**config.mk**
```make
export PLATFORM = sky130hd
export DESIGN_NAME = vga_sync_gen
export DESIGN_NICKNAME = d
export VERILOG_FILES = /design/src/rtl/vga_timing_pkg.sv /design/src/rtl/vga_axis_counter.sv /design/src/rtl/vga_sync_gen.sv
export SDC_FILE = /design/constraint.sdc
export NUM_CORES = 1
export LEC_CHECK = 0
export ABC_CLOCK_PERIOD_IN_PS = 4770
export CAP_MARGIN = 0
export CORE_MARGIN = 3
export CORE_UTILIZATION = 50
export DETAILED_ROUTE_END_ITERATION = 8
export PLACE_DENSITY = 0.77
export SLEW_MARGIN = 20
export SYNTH_ARGS = -nofsm -noshare
export SYNTH_HDL_FRONTEND = slang
export SYNTH_SLANG_ARGS = --single-unit
```
**constraint.sdc**
```tcl
create_clock -name Clk_50MHz -period 4.77 [get_ports Clk_50MHz]
set_input_delay 0.7155 -clock Clk_50MHz [delete_from_list [all_inputs] [get_ports Clk_50MHz]]
set_output_delay 0.7155 -clock Clk_50MHz [all_outputs]
set_load 0.02 [all_outputs]
```
**src/rtl/vga_timing_pkg.sv**
```systemverilog
// Shared 640x480@60 timing constants, counter widths, phase type and the colour-bar lookup
// used by vga_sync_gen when VGA_TEST_PATTERN_EN is defined.
package vga_timing_pkg;

    localparam int unsigned CNT_W = 10;
    localparam int unsigned RGB_W = 24;

    localparam int unsigned DEF_H_ACTIVE = 640;
    localparam int unsigned DEF_H_FRONT  = 16;
    localparam int unsigned DEF_H_SYNC   = 96;
    localparam int unsigned DEF_H_BACK   = 48;
    localparam int unsigned H_TOTAL      = DEF_H_ACTIVE + DEF_H_FRONT + DEF_H_SYNC + DEF_H_BACK;
    localparam int unsigned H_SYNC_START = DEF_H_ACTIVE + DEF_H_FRONT;
    localparam int unsigned H_SYNC_END   = H_SYNC_START + DEF_H_SYNC;

    localparam int unsigned DEF_V_ACTIVE = 480;
    localparam int unsigned DEF_V_FRONT  = 10;
    localparam int unsigned DEF_V_SYNC   = 2;
    localparam int unsigned DEF_V_BACK   = 33;
    localparam int unsigned V_TOTAL      = DEF_V_ACTIVE + DEF_V_FRONT + DEF_V_SYNC + DEF_V_BACK;
    localparam int unsigned V_SYNC_START = DEF_V_ACTIVE + DEF_V_FRONT;
    localparam int unsigned V_SYNC_END   = V_SYNC_START + DEF_V_SYNC;

    localparam int unsigned BAR_WIDTH = 80;

    typedef enum logic [1:0] {ACTIVE, FRONT, SYNC, BACK} h_phase_e;

    function automatic logic [RGB_W-1:0] bar_colour(input logic [CNT_W-1:0] x);
        logic [CNT_W-1:0] bar;
        logic [RGB_W-1:0] colour;
        bar = x / CNT_W'(BAR_WIDTH);
        case (bar)
            CNT_W'(0): colour = 24'hFFFFFF;
            CNT_W'(1): colour = 24'hFFFF00;
            CNT_W'(2): colour = 24'h00FFFF;
            CNT_W'(3): colour = 24'h00FF00;
            CNT_W'(4): colour = 24'hFF00FF;
            CNT_W'(5): colour = 24'hFF0000;
            CNT_W'(6): colour = 24'h0000FF;
            default:   colour = 24'h000000;
        endcase
        return colour;
    endfunction

endpackage

```
**src/rtl/vga_axis_counter.sv**
```systemverilog
// One timing axis: wrapping position counter plus a phase FSM that tracks which
// region (active/front/sync/back) the current count lies in.
module vga_axis_counter
    import vga_timing_pkg::*;
#(
    parameter int unsigned W          = CNT_W,
    parameter int unsigned ACTIVE_LEN = DEF_H_ACTIVE,
    parameter int unsigned SYNC_START = H_SYNC_START,
    parameter int unsigned SYNC_END   = H_SYNC_END,
    parameter int unsigned TOTAL      = H_TOTAL
)(
    input  logic         clk_i,
    input  logic         rst_ni,
    input  logic         adv_i,
    output logic [W-1:0] count_o,
    output logic         wrap_o,
    output h_phase_e     phase_o
);

    localparam logic [W-1:0] LAST_ACTIVE = W'(ACTIVE_LEN - 1);
    localparam logic [W-1:0] LAST_FRONT  = W'(SYNC_START - 1);
    localparam logic [W-1:0] LAST_SYNC   = W'(SYNC_END - 1);
    localparam logic [W-1:0] LAST        = W'(TOTAL - 1);

    logic [W-1:0] count_q, count_d;
    h_phase_e     phase_q, phase_d;

    assign wrap_o  = adv_i && (count_q == LAST);
    assign count_o = count_q;
    assign phase_o = phase_q;

    always_comb begin
        count_d = count_q;
        if (adv_i) begin
            count_d = (count_q == LAST) ? '0 : count_q + W'(1);
        end
    end

    // Phase moves on the same advance that carries the count across a region boundary,
    // so phase_q always describes count_q.
    always_comb begin
        phase_d = phase_q;
        if (adv_i) begin
            unique case (phase_q)
                ACTIVE: if (count_q == LAST_ACTIVE) phase_d = FRONT;
                FRONT:  if (count_q == LAST_FRONT)  phase_d = SYNC;
                SYNC:   if (count_q == LAST_SYNC)   phase_d = BACK;
                BACK:   if (count_q == LAST)        phase_d = ACTIVE;
            endcase
        end
    end

    always_ff @(posedge clk_i or negedge rst_ni) begin
        if (!rst_ni) begin
            count_q <= '0;
            phase_q <= ACTIVE;
        end else begin
            count_q <= count_d;
            phase_q <= phase_d;
        end
    end

endmodule

```
**src/rtl/vga_sync_gen.sv**
```systemverilog
// 640x480@60 VGA timing generator: 25 MHz pixel enable from Clk_50MHz, registered syncs and
// coordinates. Define VGA_TEST_PATTERN_EN to drive 8 vertical colour bars on Pattern_RGB.
module vga_sync_gen
    import vga_timing_pkg::*;
#(
    parameter int unsigned H_ACTIVE = DEF_H_ACTIVE,
    parameter int unsigned H_FRONT  = DEF_H_FRONT,
    parameter int unsigned H_SYNC   = DEF_H_SYNC,
    parameter int unsigned H_BACK   = DEF_H_BACK,
    parameter int unsigned V_ACTIVE = DEF_V_ACTIVE,
    parameter int unsigned V_FRONT  = DEF_V_FRONT,
    parameter int unsigned V_SYNC   = DEF_V_SYNC,
    parameter int unsigned V_BACK   = DEF_V_BACK
)(
    input  logic             Clk_50MHz,
    input  logic             Reset_N,
    output logic             VGA_CLK,
    output logic             VGA_HS,
    output logic             VGA_VS,
    output logic             VGA_BLANK_N,
    output logic             VGA_SYNC_N,
    output logic [CNT_W-1:0] Pix_X,
    output logic [CNT_W-1:0] Pix_Y,
    output logic             Pix_Valid,
    output logic             Frame_Start,
    output logic [RGB_W-1:0] Pattern_RGB
);

    localparam int unsigned H_LEN = H_ACTIVE + H_FRONT + H_SYNC + H_BACK;
    localparam int unsigned V_LEN = V_ACTIVE + V_FRONT + V_SYNC + V_BACK;

    logic             pix_en_q, pix_en_d;
    logic             vga_clk_q, vga_clk_d;
    logic             hs_q, hs_d;
    logic             vs_q, vs_d;
    logic             valid_q, valid_d;
    logic             fs_q, fs_d;
    logic             mid_frame_q, mid_frame_d;
    logic [CNT_W-1:0] x_q, x_d;
    logic [CNT_W-1:0] y_q, y_d;

    logic [CNT_W-1:0] h_cnt, v_cnt;
    logic             h_wrap, v_wrap;
    h_phase_e         h_phase, v_phase;

    vga_axis_counter #(
        .W          (CNT_W),
        .ACTIVE_LEN (H_ACTIVE),
        .SYNC_START (H_ACTIVE + H_FRONT),
        .SYNC_END   (H_ACTIVE + H_FRONT + H_SYNC),
        .TOTAL      (H_LEN)
    ) u_h_axis (
        .clk_i   (Clk_50MHz),
        .rst_ni  (Reset_N),
        .adv_i   (pix_en_q),
        .count_o (h_cnt),
        .wrap_o  (h_wrap),
        .phase_o (h_phase)
    );

    vga_axis_counter #(
        .W          (CNT_W),
        .ACTIVE_LEN (V_ACTIVE),
        .SYNC_START (V_ACTIVE + V_FRONT),
        .SYNC_END   (V_ACTIVE + V_FRONT + V_SYNC),
        .TOTAL      (V_LEN)
    ) u_v_axis (
        .clk_i   (Clk_50MHz),
        .rst_ni  (Reset_N),
        .adv_i   (h_wrap),
        .count_o (v_cnt),
        .wrap_o  (v_wrap),
        .phase_o (v_phase)
    );

    always_comb begin
        pix_en_d    = ~pix_en_q;
        vga_clk_d   = ~pix_en_q;
        x_d         = x_q;
        y_d         = y_q;
        valid_d     = valid_q;
        hs_d        = hs_q;
        vs_d        = vs_q;
        mid_frame_d = mid_frame_q;
        if (pix_en_q) begin
            x_d         = h_cnt;
            y_d         = v_cnt;
            valid_d     = (h_phase == ACTIVE) && (v_phase == ACTIVE);
            hs_d        = (h_phase != SYNC);
            vs_d        = (v_phase != SYNC);
            // Clears on the update that wraps both axes, so the following update presents (0,0).
            mid_frame_d = ~v_wrap;
        end
        fs_d = pix_en_q & ~mid_frame_q;
    end

    always_ff @(posedge Clk_50MHz or negedge Reset_N) begin
        if (!Reset_N) begin
            pix_en_q    <= 1'b0;
            vga_clk_q   <= 1'b0;
            x_q         <= '0;
            y_q         <= '0;
            valid_q     <= 1'b0;
            hs_q        <= 1'b1;
            vs_q        <= 1'b1;
            fs_q        <= 1'b0;
            mid_frame_q <= 1'b0;
        end else begin
            pix_en_q    <= pix_en_d;
            vga_clk_q   <= vga_clk_d;
            x_q         <= x_d;
            y_q         <= y_d;
            valid_q     <= valid_d;
            hs_q        <= hs_d;
            vs_q        <= vs_d;
            fs_q        <= fs_d;
            mid_frame_q <= mid_frame_d;
        end
    end

`ifdef VGA_TEST_PATTERN_EN
    logic [RGB_W-1:0] rgb_q, rgb_d;

    always_comb begin
        rgb_d = rgb_q;
        if (pix_en_q) begin
            rgb_d = valid_d ? bar_colour(h_cnt) : '0;
        end
    end

    always_ff @(posedge Clk_50MHz or negedge Reset_N) begin
        if (!Reset_N) begin
            rgb_q <= '0;
        end else begin
            rgb_q <= rgb_d;
        end
    end

    assign Pattern_RGB = rgb_q;
`else
    assign Pattern_RGB = '0;
`endif

    assign VGA_CLK     = vga_clk_q;
    assign VGA_HS      = hs_q;
    assign VGA_VS      = vs_q;
    assign VGA_BLANK_N = valid_q;
    assign VGA_SYNC_N  = 1'b0;
    assign Pix_X       = x_q;
    assign Pix_Y       = y_q;
    assign Pix_Valid   = valid_q;
    assign Frame_Start = fs_q;

endmodule

```
## Word-level counts from Yosys, hierarchy flattened

Cells that the tools add are included.

| storage, ports and cells | value |
|---|---|
| flip-flop bits (word level) | 50 |
| bits of input ports | 2 |
| output and inout port bits | 51 |
| logic and storage cells | 61 |

| cells by class | value |
|---|---|
| $add $sub $neg | 2 |
| equal/unequal tests | 24 |
| mux-type cells | 12 |
| bitwise logic cells | 4 |
| reductions and logical operators | 7 |

Operators with widths:

| kind | number |
|---|---|
| == test 10 bit, second input constant | 5 |
| == test 10 x 9 -> 1 bit, second input constant | 3 |
| adder 10 x 1 -> 10 bit, second input constant | 2 |
| 2-to-1 mux 10 bit | 2 |
| 2-to-1 mux 2 bit | 8 |
| inequality test 2 x 1 -> 1 bit, second input constant | 8 |
| case mux 2 bit (4 select lines) | 2 |
| AND reduction 5 bit | 2 |
| == test 2 bit, second input constant | 4 |
| == test 2 x 1 -> 1 bit, second input constant | 2 |
| logical NOT 2 bit | 2 |
| inequality test 2 bit, second input constant | 2 |
| logical AND 1 bit | 3 |
| inverter 1 bit | 3 |
| bitwise AND 1 bit | 1 |

## Logic depth before layout (Yosys ltp)

Gate-level depths: netlist of the first run.

| depth | value |
|---|---|
| word-level depth | 4 |
| mapped depth | 7 |
| depth with buffers taken out | 7 |

## Hierarchy

A second synthesis of the first run with hierarchy kept.

| second synthesis, totals | value |
|---|---|
| cell total of the unflattened synthesis | 237 |
| area, all modules | 2711.4 um^2 |

By module, submodules not included:

| module | instances | cells each | area an instance (um^2) | seq. area each (um^2) |
|---|---|---|---|---|
| vga_sync_gen | 1 | 88 | 1229.9 | 653.1 |
| vga_axis_counter (u_v_axis) | 1 | 77 | 764.5 | 300.3 |
| vga_axis_counter (u_h_axis) | 1 | 72 | 716.9 | 300.3 |

## Least setup slack after synthesis of the first run

Ideal clock, no wire load.

| path | value |
|---|---|
| path kind | register to register |
| start | register u_v_axis.count_q[0] (netlist: u_v_axis.count_o[0]) |
| end | register u_v_axis.phase_q[1] (netlist: u_v_axis.phase_o[1]) |
| setup time | 0.125 ns |
| data arrival time | 1.885 ns |
| required time | 4.645 ns |
| slack | 2.760 ns |
| cell stages (with the launch flop) | 7 |
| buffers on the path | 0 |
| period minus slack after synthesis | 2.010 ns |
| path through | dfrtp_1 ha_1 and3_1 nand2_1 o41a_1 a2111oi_4 mux2_4 |

| on the way | value |
|---|---|
| cells in the longest elaborated chain, start to end | 3 |
| elaborated cells on any way between the ends | 9 |
| those cells by class | eq/ne: 8; reduce/logical: 1 |

RTL lines:

| item | RTL line | source |
|---|---|---|
| from (decl) | vga_axis_counter.sv:25 | `logic [W-1:0] count_q, count_d;` |
| from (signal assigned) | vga_axis_counter.sv:58 | `count_q <= count_d;` |
| == test 10 bit (tied with other cells) | vga_axis_counter.sv:48 | `BACK: if (count_q == LAST) phase_d = ACTIVE;` |
| inequality test 2 x 1 -> 1 bit (no line) | n/a |  |
| AND reduction 5 bit (no line) * | n/a |  |
| to (signal assigned) | vga_axis_counter.sv:59 | `phase_q <= phase_d;` |
| to (decl) | vga_axis_counter.sv:26 | `h_phase_e phase_q, phase_d;` |

Mark *: on every way between the ends. The rest lies on a longest branch, timed or not.
A chain may end at the register's enable or synchronous reset.

## Worst setup path in the final report of the first run

| path | value |
|---|---|
| start | register vga_clk_q (netlist: VGA_CLK) |
| end | output VGA_CLK |

RTL lines:

| item | RTL line | source |
|---|---|---|
| from (decl) | vga_sync_gen.sv:33 | `logic vga_clk_q, vga_clk_d;` |
| from (signal assigned) | vga_sync_gen.sv:110 | `vga_clk_q <= vga_clk_d;` |
| to (decl) | vga_sync_gen.sv:17 | `output logic VGA_CLK,` |

No word-level cell between the ends.

==> results of run 1 <==
[logic make-up (layout without fill, tap and decap cells)]
logic type	Yosys count	count (layout)
compound gates	20	20
other cells	1	25
simple gates	66	66
buf+inv	46	48
flops	50	50
mux	27	27
fa+ha+maj	12	12
xor+xnor	12	12
[state kept, by name, summed over array words and instances (netlist names), 2 cells and up]
register          cells
u_v_axis.phase_o      2
u_h_axis.phase_o      2
Pix_Y                10
Pix_X                10
u_h_axis.count_o     10
u_v_axis.count_o     10
[layer usage]
metal | track usage [%] | vias up | wire length [µm]
li1 | - | 788 | -
met1 | 20.9 | 773 | 2100
met3 | 4.01 | 8 | 226
met5 | 0 | - | 0
met2 | 23.8 | 47 | 1880
met4 | 6.12 | 0 | 78
[critical path, delay by kind of cell (launching register included)]
kind / cells / cell delay [ns]
buffers and inverters: 2 / 1.04
DFF: 1 / 0.37
[through the flow]
step | hold slack (ns) | util, % | setup slack (ns) | power [W] | instances
global placement | 0.420 | 57.9 | 2.52 | 0.000458 | 319
detailed placement | 0.430 | 57.9 | 2.40 | 0.000458 | 319
floorplan | 0.398 | - | 2.76 | 0.000465 | 258
CTS | 0.438 | 60.1 | 2.31 | 0.000750 | 327
finish | 0.407 | 60.2 | 2.33 | 0.000744 | 327
global route | 0.459 | 60.2 | 2.23 | 0.000770 | 327
[synth_stat cells, types with 3 or more instances]
master     n
xnor2_1    8
nand4_1    7
clkbuf_1   5
nand2b_1   3
buf_4     26
nor2_1    15
inv_1     12
ha_1      12
and3_1     5
nand3_1    3
nand2_1   19
o21ai_0   11
dfrtp_1   48
mux2_2    21
xor2_1     4
buf_2      3
mux2i_1    3
[where the power goes]
| part | total [W] | switching (W) | internal (W) | leakage, nW |
|---|---|---|---|---|
| logic | 0.0000257 | 0.0000251 | 0.000000532 | 0.649 |
| clock network | 0.000295 | 0.000140 | 0.000154 | 0.0579 |
| registers | 0.000424 | 0 | 0.000424 | 0.648 |
[how the worst max path moves through the flow]
stage	from	slack (ns)	cells past startpoint	to
global placement	u_h_axis.count_o[0]$_DFFE_PN0P_	2.52	6	u_v_axis.phase_o[1]$_DFFE_PN0P_
floorplan	u_v_axis.count_o[0]$_DFFE_PN0P_	2.76	6	u_v_axis.phase_o[1]$_DFFE_PN0P_
detailed placement	u_h_axis.count_o[0]$_DFFE_PN0P_	2.40	6	u_v_axis.phase_o[1]$_DFFE_PN0P_
CTS	VGA_CLK$_DFF_PN0_	2.31	2	VGA_CLK
finish	VGA_CLK$_DFF_PN0_	2.33	2	VGA_CLK
global route	u_h_axis.count_o[0]$_DFFE_PN0P_	2.23	6	u_v_axis.phase_o[1]$_DFFE_PN0P_
[final cells by class]
type                    instances  share of cell area, %
flip-flops and latches         50                   42.7
multi-input cells             162                   39.8
clock buffers                   5                   2.34
repair buffers                 28                   9.37
well taps                      67                   2.85
clock inverters                 3                   1.36
inverters                      12                   1.53
==> impl_results.md, run 1 <==
- Status: complete, no violations
- Initial Util: 53.4%
- Final WL: 4280 µm
- Final ANT Viol Nets: 0
- Fillers: 428
- Initial antenna violation count: 0
- First-pass GRT wire length: 7540 µm
- Maximum clock rate: 0.411 GHz
- CTS tree: built
- DP Wirelength: 3000 µm
- Mean Syn Cell Area: 11.1 µm²
- Largest net degree at the start of global routing: 51
- Nets: 273
- Critical path type: reg2out
- Count of final max-slew check failures: 0
- Synth Area in Adders: 5.76%
- Clock H-tree levels: 2
- RSZ-0062 raised after global routing: no
- CTS buffer count: 5
- Share of layout cells above drive strength 1: 15.0%
- Clock-pin transition on the worst setup and hold timing paths: 0.09 ns
- Worst slew margin: 56.1%
- Post-synth top area cell: dfrtp_1
- Multi-input logic area: 1170 µm²
- Worst reg-to-reg path cell count: 6
- Clock Skews: 0.00661 ns
- Yosys warns: 0
- CTS root buffer: clkbuf_8
- Worst setup EP type: primary output
- Max VDD drop: 146 µV
- Ranking of synthesized cells by area: dfrtp_1, mux2_2, buf_4
- R2r startpoint: u_h_axis.count_o[0]$_DFFE_PN0P_
- Number of synthesized flops with an enable pin: 0
- Worst r2r dst: u_v_axis.phase_o[1]$_DFFE_PN0P_
- Buffers on Ports: 27
- Initial DRC Count: 73
- Die Width: 78.2 µm
- # setup viols final: 0
- Critical path cell sequence: buf_4 -> clkdlybuf4s50_1
- Clk sinks: 50
- Most common cell after layout, fill and taps aside: dfrtp_1
- Seq cells post-synth: 50
- RePlAce Congestion: 0.799
- Total gr overflow: 0
- Max-Cap Viols: 0
- Simple-Gate Fraction of Synth Area: 14.0%
- Largest stage delay, worst path: 0.68 ns
- Worst path slowest cell: clkdlybuf4s50_1
- Post-DP Area: 2830 µm²
- Mapped Cells: 234
- Register Area: 1250 µm²
- Setup repair bufs after CTS: 0
- Number of global-route vias before repair: 1,634
- Primary FF master, synth: dfrtp_1
- Die area: 6120 µm²
- P per Cell Area: 253 nW/µm²
- Final Instance Area: 2940 µm²
- Total GRT Usage: 15.5%
- Number of vias per cell: 4.94
- Leakage Power: 1.36 nW
- CTS Hold Bufs: 0
- Largest family of logic cells by synthesized area: simple AND/OR/NAND/NOR gates
- Sequential fraction of the synthesis area: 48.1%
- Syn Std Cell Area: 2610 µm²
- Mux cell area share after synthesis: 11.7%
- Critical Path AT: 1.72 ns
- CP Launch Type: flip-flop
- Final worst-path cycle share: 51.1%
- XOR/XNOR share of the synthesized area: 4.03%
- Async set-or-reset flop fraction in the synthesized netlist: 100%
- Final min period: 2.44 ns
- Sum of negative setup slack: 0 ns
- Area grow syn2layout: 12.6%
- Post_cts resized: 0
- Core area: 4880 µm²
- Compound-cell area share of the yosys netlist: 5.85%
- Hold Path Class: in2async
- R2R setup slack: 2.37 ns
- Worst Tran Pin Value: 0.653 ns
- Worst-skew pair later-pin latency: 0.31 ns
- 1st-pass router iterations: 4
- Wire per inst: 13.1 µm
- Critical Path RT: 4.05 ns
- CTS max path bufs: 2
- Synth cell types: 41
- Die Ht: 78.2 µm
- DRC: 0
- Most frequent cells in the layout: dfrtp_1, clkdlybuf4s50_1, conb_1
- Fin. Hold Viols: 0
- DR vias: 1,616
- Area fraction of the dominant cell type after synthesis: 46.1%
- I/O pin count: 53
- Critical Path Fanout Max: 33
- Rows: 25
- Ant. Diodes: 0
No activity file was read; power rests on OpenSTA's default activity.
==> inputs of run 2 (changes only) <==
Settings changed: ABC_CLOCK_PERIOD_IN_PS 4770 to 2300.
Clock period 4.77 ns to 2.3 ns, I/O delays scaled along.
==> run 2 against run 1 <==
Sequential share of layout area decreased by 0.50 points; routed wire length increased by 3.9%; critical path type is now reg2reg; clock skew increased by 0.0034 ns.
==> impl_results.md, run 2 (synthesis results as in run 1) <==
- Nets: 278 (+1.8%)
- DP Wirelength: 3110 µm (+3.9%)
- Share of layout cells above drive strength 1: 17.0% (+2.0 points)
- Clock-pin transition on the worst setup and hold timing paths: 0.09 ns (about the same)
- Total GRT Usage: 15.9% (+0.47 points)
- CTS tree: built
- CTS Hold Bufs: 0 (unchanged)
- RePlAce Congestion: 0.795 (-0.51%)
- Setup slack after layout: 0.182 ns (-2.15 ns)
- Rows: 25 (unchanged)
- Multi-input logic area: 1170 µm² (unchanged)
- Initial DRC Count: 87 (+19%)
- Maximum clock rate: 0.472 GHz
- Fin. Hold Viols: 0 (unchanged)
- Clock Skews: 0.0100 ns (+0.00340 ns)
- Clock H-tree levels: 2 (unchanged)
- Ant. Diodes: 0 (unchanged)
- R2r startpoint: u_v_axis.count_o[0]$_DFFE_PN0P_
- Hold Path Class: in2async
- Worst slew margin: 58.3% (+2.2 points)
- Die Ht: 78.2 µm (unchanged)
- CP Launch Type: flip-flop
- Register Area: 1250 µm² (about the same)
- Dpl ws: 0.135 ns (-2.26 ns)
- Core area: 4880 µm² (unchanged)
- Post-placement cell count: 324 (+1.6%)
- P per Cell Area: 508 nW/µm² (+100%)
- Worst Tran Pin Value: 0.626 ns (-0.0274 ns)
- Final ANT Viol Nets: 0 (unchanged)
- Buffers on Ports: 27 (unchanged)
- Critical Path RT: 2.50 ns (-1.55 ns)
- Leakage Power: 1.38 nW (+1.7%)
- Number of vias per cell: 5.02 (+1.6%)
- Clk sinks: 50 (unchanged)
- Final worst-path cycle share: 92.1%
- Initial Util: 53.4% (unchanged)
- Wire per inst: 13.4 µm (+2.3%)
- Worst reg-to-reg path cell count: 6 (unchanged)
- Status: complete, no violations
- First-pass GRT wire length: 7720 µm (+2.4%)
- I/O pin count: 53 (unchanged)
- R2R setup slack: 0.18 ns (-2.19 ns)
- Worst setup EP type: flip-flop
- Number of global-route vias before repair: 1,623 (-0.67%)
- Final WL: 4450 µm (+3.9%)
- Most frequent cells in the layout: dfrtp_1, clkdlybuf4s50_1, conb_1
- Final min period: 2.12 ns
- Count of final max-slew check failures: 0 (unchanged)
- DRC: 0 (unchanged)
- Worst-skew pair later-pin latency: 0.30 ns (about the same)
- Critical path origin: u_v_axis.count_o[0]$_DFFE_PN0P_
- Largest net degree at the start of global routing: 51 (unchanged)
- Initial antenna violation count: 0 (unchanged)
- Critical Path Fanout Max: 7 (-79%)
- Max VDD drop: 299 µV (+110%)
- Non-Filler Instances: 332 (+1.5%)
- CTS buffer count: 5 (unchanged)
- Fillers: 431 (+0.70%)
- Die area: 6120 µm² (unchanged)
- DR vias: 1,667 (+3.2%)
- Critical path type: reg2reg
- CTS max path bufs: 2 (unchanged)
- Die Width: 78.2 µm (unchanged)
- 1st-pass router iterations: 4 (unchanged)
- Max-Cap Viols: 0 (unchanged)
- Total gr overflow: 0 (unchanged)
- Worst r2r dst: u_v_axis.phase_o[1]$_DFFE_PN0P_
- Sum of negative setup slack: 0 ns (unchanged)
- # setup viols final: 0 (unchanged)
- Most common cell after layout, fill and taps aside: dfrtp_1
- Critical Path AT: 2.31 ns (+0.59 ns)
- RSZ-0062 raised after global routing: no
- Area grow syn2layout: 14.1%
- CTS root buffer: clkbuf_8
run 2: routing by layer:
layer / vias up / part of all wire [%] / GRT usage, %
li1: 797 / - / -
met1: 810 / 51 / 23.2
met2: 58 / 43 / 23.4
met3: 2 / 5.2 / 3.78
met4: 0 / 0.65 / 5.24
met5: - / 0 / 0
run 2: power breakdown:
part | total [W] | switching (W) | internal, W | leakage, nW
Combinational | 0.0000542 | 0.0000525 | 0.00000170 | 0.674
Clock | 0.000580 | 0.000276 | 0.000304 | 0.0575
Sequential | 0.000878 | 0 | 0.000878 | 0.647
Total | 0.00151 | 0.000328 | 0.00118 | 1.38
run 2: worst max-delay path: stages (launching register included):
cell	delay [ns]
dfrtp_2	0.43
ha_1	0.22
and3_1	0.22
nand2_1	0.06
o41a_1	0.35
a2111oi_4	0.40
mux2_4	0.33
run 2: timing repair:
action / in CTS / in global routing
setup buffers: 0 / 0
setup endpoints to repair: 0 / 1
resized for setup: 0 / 1
run 2: layout make-up:
cell class,instances,share of cell area (%)
flip-flops and latches,50,42.2
clock buffers,8,3.70
well taps,67,2.82
inverters,12,1.51
multi-input cells,162,39.3
repair buffers,33,10.4
run 2: per-stage QoR:
| stage | total power [W] | hold WS, ns | util, % | area [µm²] |
|---|---|---|---|---|
| finish | 0.00151 | 0.140 | 60.9 | 2970 |
| global placement | 0.000950 | 0.434 | 58.7 | 2860 |
| floorplan | 0.000964 | 0.0494 | - | 2700 |
| global route | 0.00157 | 0.179 | 60.9 | 2970 |
| detailed placement | 0.000951 | 0.430 | 58.7 | 2860 |
| CTS | 0.00153 | 0.150 | 60.9 | 2970 |
run 2: how the worst max path moves through the flow:
stage / to / cells past startpoint
2_1_floorplan: u_v_axis.phase_o[1]$_DFFE_PN0P_ / 6
3_3_place_gp: u_v_axis.phase_o[1]$_DFFE_PN0P_ / 6
3_5_place_dp: u_v_axis.phase_o[1]$_DFFE_PN0P_ / 6
4_1_cts: u_v_axis.phase_o[1]$_DFFE_PN0P_ / 6
5_1_grt: u_v_axis.phase_o[1]$_DFFE_PN0P_ / 6
6_report: u_v_axis.phase_o[1]$_DFFE_PN0P_ / 6
